$ cat src/rtl/i2s_rx.sv
// I2S receiver: oversamples sclk/lrclk/sdata in the clk_sys domain and
// emits framed left/right sample pairs with lock and framing-error status.
module i2s_rx #(
  parameter int AUDIO_DW       = 16,
  parameter int TIMEOUT_CYCLES = 4096
) (
  input  logic                clk_sys,
  input  logic                reset,
  input  logic                sclk,
  input  logic                lrclk,
  input  logic                sdata,
  output logic [AUDIO_DW-1:0] left_chan,
  output logic [AUDIO_DW-1:0] right_chan,
  output logic                sample_valid,
  output logic                locked,
  output logic                frame_err
);
  localparam int CW = $clog2(AUDIO_DW + 2);
  localparam int TW = $clog2(TIMEOUT_CYCLES + 1);
  localparam logic [CW-1:0] CMAX  = CW'(AUDIO_DW + 1);
  localparam logic [CW-1:0] CLAST = CW'(AUDIO_DW - 1);
  localparam logic [TW-1:0] TMAX  = TW'(TIMEOUT_CYCLES);

  logic [1:0]          rst_q;
  logic                rst_i;
  logic [2:0]          sclk_q;
  logic [1:0]          lr_q;
  logic [1:0]          sd_q;
  logic                rise_d;
  logic                ws_d;
  logic                sd_d;
  logic [AUDIO_DW-1:0] sr;
  logic [AUDIO_DW-1:0] held;
  logic [AUDIO_DW-1:0] word;
  logic [CW-1:0]       bit_cnt;
  logic [TW-1:0]       tmo;
  logic                ws_prev;
  logic                aligned;
  logic                left_ok;
  logic                good;

  // Assert asynchronously, release on clk_sys.
  always_ff @(posedge clk_sys or posedge reset) begin
    if (reset) rst_q <= 2'b11;
    else       rst_q <= {rst_q[0], 1'b0};
  end
  assign rst_i = rst_q[1];

  always_ff @(posedge clk_sys or posedge rst_i) begin
    if (rst_i) begin
      sclk_q <= '0;
      lr_q   <= '0;
      sd_q   <= '0;
      rise_d <= 1'b0;
      ws_d   <= 1'b0;
      sd_d   <= 1'b0;
    end else begin
      sclk_q <= {sclk_q[1:0], sclk};
      lr_q   <= {lr_q[0], lrclk};
      sd_q   <= {sd_q[0], sdata};
      rise_d <= sclk_q[1] & ~sclk_q[2];
      ws_d   <= lr_q[1];
      sd_d   <= sd_q[1];
    end
  end

  assign word = {sr[AUDIO_DW-2:0], sd_d};
  assign good = aligned && (bit_cnt == CLAST);

  always_ff @(posedge clk_sys or posedge rst_i) begin
    if (rst_i) begin
      sr           <= '0;
      held         <= '0;
      bit_cnt      <= '0;
      tmo          <= '0;
      ws_prev      <= 1'b0;
      aligned      <= 1'b0;
      left_ok      <= 1'b0;
      left_chan    <= '0;
      right_chan   <= '0;
      sample_valid <= 1'b0;
      locked       <= 1'b0;
      frame_err    <= 1'b0;
    end else begin
      sample_valid <= 1'b0;
      frame_err    <= 1'b0;
      if (rise_d) begin
        tmo     <= '0;
        sr      <= word;
        ws_prev <= ws_d;
        if (ws_d != ws_prev) begin
          bit_cnt <= '0;
          aligned <= 1'b1;
          // The first boundary after alignment loss only aligns.
          if (aligned) begin
            if (!good) begin
              left_ok <= 1'b0;
              if (locked) begin
                frame_err <= 1'b1;
                locked    <= 1'b0;
              end
            end else if (!ws_prev) begin
              held    <= word;
              left_ok <= 1'b1;
            end else begin
              left_ok <= 1'b0;
              if (left_ok) begin
                left_chan    <= held;
                right_chan   <= word;
                sample_valid <= 1'b1;
                locked       <= 1'b1;
              end
            end
          end
        end else if (bit_cnt != CMAX) begin
          bit_cnt <= bit_cnt + 1'b1;
        end
      end else if (tmo != TMAX) begin
        tmo <= tmo + 1'b1;
        if (tmo == TMAX - 1'b1) begin
          locked  <= 1'b0;
          aligned <= 1'b0;
          left_ok <= 1'b0;
        end
      end
    end
  end
endmodule
$ cat config.mk
export PLATFORM = sky130hd
export DESIGN_NAME = i2s_rx
export DESIGN_NICKNAME = d
export VERILOG_FILES = /design/src/rtl/i2s_rx.sv
export SDC_FILE = /design/constraint.sdc
export NUM_CORES = 1
export LEC_CHECK = 0
export BUFFER_PORTS_ARGS = -buffer_cell sky130_fd_sc_hd__buf_2
export CORE_ASPECT_RATIO = 1.75
export CORE_MARGIN = 2
export CORE_UTILIZATION = 25
export CTS_CLUSTER_SIZE = 16
export DETAILED_ROUTE_END_ITERATION = 6
export GPL_TIMING_DRIVEN = 0
export PLACE_DENSITY_LB_ADDON = 0.2
export SLEW_MARGIN = 20
export SYNTH_ARGS = -nofsm -noshare
export SYNTH_HDL_FRONTEND = slang
export SYNTH_SLANG_ARGS = --single-unit
$ cat constraint.sdc
create_clock -name clk_sys -period 3.22 [get_ports clk_sys]
set_clock_uncertainty 0.15 [all_clocks]
set_input_delay 0.483 -clock clk_sys [delete_from_list [all_inputs] [get_ports clk_sys]]
set_output_delay 0.483 -clock clk_sys [all_outputs]
set_load 0.02 [all_outputs]
# == Yosys cells after proc, flatten, opt, wreduce, memory -nomap -nowiden ==
# Index checks and enable logic that the tools add are counted.
# W data, S select, Z words.
# totals
reg_bits,99
in_bits,5
out_inout_bits,35
elab_cells,73
# op_classes
addsub,2
eq_ne,9
mux,30
bitwise,3
reduce_logical,10
# ops
cell,count
$mux W1,26
$mux W13,2
$add A13 B1 Y13 const B,1
$eq A13 B12 Y1 const B,1
$ne A13 B13 Y1 const B,1
$reduce_and A6 Y1,2
$mux W5,2
$ne A3 B3 Y1 const B,2
$reduce_bool A2 Y1,3
$add A5 B1 Y5 const B,1
$eq A5 B4 Y1 const B,1
$ne A5 B5 Y1 const B,1
$reduce_and A5 Y1,1
$ne A2 B1 Y1 const B,2
$reduce_and A4 Y1,1
$reduce_and A3 Y1,1
$not A1 Y1,2
$reduce_and A2 Y1,1
$and A1 B1 Y1,1
$logic_and A1 B1 Y1,1
$ne A1 B1 Y1,1

# == Logic depth before layout (Yosys ltp) ==
# logic_depth
depth_word,6
mapped_depth,7
ltp_nobuf,6

# == Worst setup path before layout ==
# OpenSTA, ideal clock, no wires.
# synth_timing
kind,reg2reg
from,register bit_cnt[0]
to,register held[0]
setup_time_ns,0.125
arrival_ns,1.866
required_ns,2.945
slack_ns,1.079
stages_incl_launch_ff,8
path_buffers,1
period_less_slack_ns,2.141
cell_sequence,dfrtp_1 -> ha_1 -> and3_1 -> ha_1 -> nand3_2 -> nor3b_4 -> buf_6 -> mux2_4
# synth_via
elab_chain_cells,3
# synth_lines
element,line,rtl
start: declaration,35,logic [CW-1:0] bit_cnt;
start signal: assignment,116,bit_cnt <= bit_cnt + 1'b1;
$eq A5 B4 Y1,68,assign good = aligned && (bit_cnt == CLAST);
$logic_and A1 B1 Y1,68,
$reduce_and A5 Y1 (no source line),--,
end signal: assignment,103,held <= word;
end: declaration,33,logic [AUDIO_DW-1:0] held;
# No other way between the ends.
# A chain may end at the register's enable or synchronous reset.

# == Worst setup path in the final report ==
# Same ends and word-level chain as after synthesis.

==> impl_metrics.csv <==
group,metric,value,unit
power,vdd_ir_drop_max,0.242,mV
global_route,globalRouteMet3Util,1.93,%
yosys,yosys.area.top_type_share,61.4,%
sta,timing.max_slew.rel_slack,65.9,%
global_route,met1_usage,11.1,%
clocking,cts_hold_buffers,1,
layout,share_of_post_route_cells_with_drive_strength_above_1,41.7,%
routing,drt_pass1_iterations,4,
floorplanning,std_cell_core_area,15500,um2
sta,clock.fmax,405,MHz
setup_path,timing.critical_path.arrival,2.54,ns
layout,area.growth.synth_to_final,19.5,%
place,io_buffers,39,
yosys,synth.yosys.seq_area_share,62.7,%
sta,setup_slack,0.753,ns
routing,dr_total_vias,2224,
clocking,post_cts_sizing,0,
clocking,cts_tree,"done",
floorplanning,placementRows,60,
layout,multi_input_comb_area,1380,um2
routing,detail_route.drc_violations,0,
floorplanning,die_area,16900,um2
clocking,clk_latency,0.34,ns
global_route,met2_usage,16.5,%
yosys,synth_seq_cells,99,
clocking,cts-root-to-sink-buffers,2,
floorplanning,num_io_pins,40,
clocking,cts_made_buffers,9,
yosys,yosys_warnings,0,
routing,drt-total-wl,7540,um
layout,number_of_diodes,0,
power,clockPowerShare,39.1,%
power,power.total,2770,uW
setup_path,worst_path_largest_cell_delay,0.50,ns
place,dp_worst_setup_slack,0.723,ns
global_route,grt-busiest-layer,"met2",
setup_path,regToRegStartpoint,"bit_cnt[0]$_DFFE_PP0P_",
routing,number_of_drc_markers_after_the_initial_detailed_route_iteration,59,
sta,slew_at_the_pin_closest_to_its_max_slew_limit,0.511,ns
place,place.gp.congestion,0.736,
yosys,post-synth-top-area-cell,"dfrtp_1",
yosys,synth_instances,270,
global_route,global_route.usage.total,9.65,%
yosys,cell_variety_after_synth,43,
clocking,cts-root-buf,"clkbuf_16",
power,sw_frac_of_total,24.3,%
layout,final-seq-area,2480,um2
floorplanning,initial_standard_cell_utilization_of_the_core,25.6,%
setup_path,critPathLaunchType,"flip-flop",
floorplanning,die_y,170,um
power,powerDensity,586,nW/um2
setup_path,critical_path.cell_chain,"ha_1, and3_1, ha_1, nand3_2, nor3b_4, buf_6, mux2_4",
setup_path,critical_path.endpoint_type,"flip-flop",
sta,finalMaxSlewViolations,0,
clocking,postCtsSetupRepairBufs,0,
setup_path,cp_slowest_cell,"nor3b_4",
floorplanning,floorplan.die.width,99.1,um
layout,final_cell_mix,"dfrtp_1, mux2_2, buf_2",
flow_run,max-cap-violations,0,
yosys,syn_avg_cell_area,14.7,um2
clocking,clkSlewWorstSetupHoldPaths,0.07,ns
setup_path,criticalPathCategory,"flip-flop to flip-flop",
layout,layout_commonest_cell,"dfrtp_1",
clocking,htree_num_levels,3,
clocking,cts_sinks,99,
setup_path,timing.critical_path.from,"bit_cnt[0]$_DFFE_PP0P_",
setup_path,cp_max_fo,10,
min_path,timing.hold.worst.class,"input port to flip-flop",
layout,layout.filler_cells,1567,
power,seq_power_share,53.6,%
yosys,netlist_area,3960,um2
yosys,syn-num-nets,280,
layout,finish.net_count,332,
routing,drt.antenna.violating_nets,0,
sta,rsz0062_at_grt,"false",
min_path,timing.hold.worst.start,"sdata",
global_route,first_pass_grt_wire_length,12500,um
global_route,first_global_vias,2385,
sta,post-route-period-util,76.6,%
setup_path,critical_path_required_time,3.30,ns
sta,report.final.hold_viol_count,0,
power,leakagePower,0.00233,uW
run_status,outcome,"completed",
yosys,synth_top_cells_by_area,"dfrtp_1, mux2_2, mux2_4, ha_1, dfstp_2",
global_route,initial_antenna_violation_count,0,
sta,setup_viol_count_final,0,
setup_path,crit_top_cell,"ha_1",
global_route,gr-total-overflow,0,
global_route,grt_max_degree,58,
power,power_frac_comb,7.2,%
routing,wire_per_inst,14.7,um
power,internal_power,2100,uW
routing,post_drt_via_cell_ratio,4.34,
power,switching_power,674,uW
place,dp_hpwl,5280,um
sta,final.min_clock_period,2.47,ns
[per-layer routing]
layer	vias to the layer above	wire [um]	share of wire (%)
li1	1045	-	-
met3	9	235	3.1
met5	-	0	0
met2	29	3950	52
met4	0	210	2.8
met1	1141	3140	42
[power groups by stage]
stage	registers (uW)	clock network [uW]	logic [uW]
finish	1490	1080	201
global route	1500	1180	233
CTS	1490	1130	207
detailed placement	1510	0	206
global placement	1510	0	193
floorplan	1470	0	168
[sequential cells by signal (all words and copies together) (netlist names), 2 cells and up]
register    flops
right_chan     16
sr             15
rst_q           2
held           16
tmo            13
bit_cnt         5
sd_q            2
left_chan      16
lr_q            2
sclk_q          3
[cell type report]
cell class | count | area share, %
plain buffers | 8 | 1.35
clock buffers | 10 | 5.06
clock inverters | 5 | 1.30
inverters | 9 | 0.821
multi-input cells | 154 | 29.2
flip-flops and latches | 99 | 52.5
well taps | 186 | 4.92
repair buffers | 41 | 4.92
[per-stage QoR]
step | area (um2) | TNS, ns | utilization, % | hold slack, ns | cells
CTS | 4730 | 0 | 30.6 | 0.0827 | 512
detailed placement | 4420 | 0 | 28.6 | 0.127 | 496
global placement | 4380 | -94.73 | 28.3 | 0.187 | 495
floorplan | 3960 | 0 | - | 0.181 | 270
global route | 4730 | 0 | 30.6 | 0.0825 | 512
finish | 4730 | 0 | 30.6 | 0.101 | 512
[worst max-delay path: cells and delay by family, from the launching register on]
family	cells	cell delay (ns)
buffers and inverters	1	0.26
DFF	1	0.41
and+or+nand+nor	3	0.83
adders and majority gates	2	0.38
muxes	1	0.31
[worst paths after layout]
check	end	slack (ns)	cells past startpoint
max in group asynchronous	held[7]$_DFFE_PP0P_	2.20	2
max reg2reg	held[0]$_DFFE_PP0P_	0.75	7
min	sd_q[0]$_DFF_PP0_	0.10	1
max	held[0]$_DFFE_PP0P_	0.75	7
min in group asynchronous	tmo[11]$_DFFE_PP0P_	0.11	1
min reg2reg	tmo[11]$_DFFE_PP0P_	0.11	1
[cells in the mapped netlist, drive strengths merged]
cell	count
dfrtp	97
mux2	64
nor2	11
inv	9
nand2	9
o21ai	9
buf	7
nand3	7
nor3	7
xor2	6
a21oi	5
ha	5
xnor2	5
nand4	4
and3	3
dfstp	2
nand3b	2
nor4	2
nor4b	2
or3	2
a21o	1
and3b	1
and4	1
clkbuf	1
conb	1
mux2i	1
nand2b	1
nand4bb	1
nor2b	1
nor3b	1
o21a	1
or2	1
[cell families after synthesis]
family / share of synthesized area, %
XOR/XNOR: 2.62
adder cells (fa/ha/maj): 1.58
other: 0.0948
AO/OA/AOI/OAI: 2.15
flip-flops: 62.7
buffers and inverters: 2.47
AND/OR/NAND/NOR: 9.08
multiplexers: 19.3
Power figures use the tool's default switching activity.
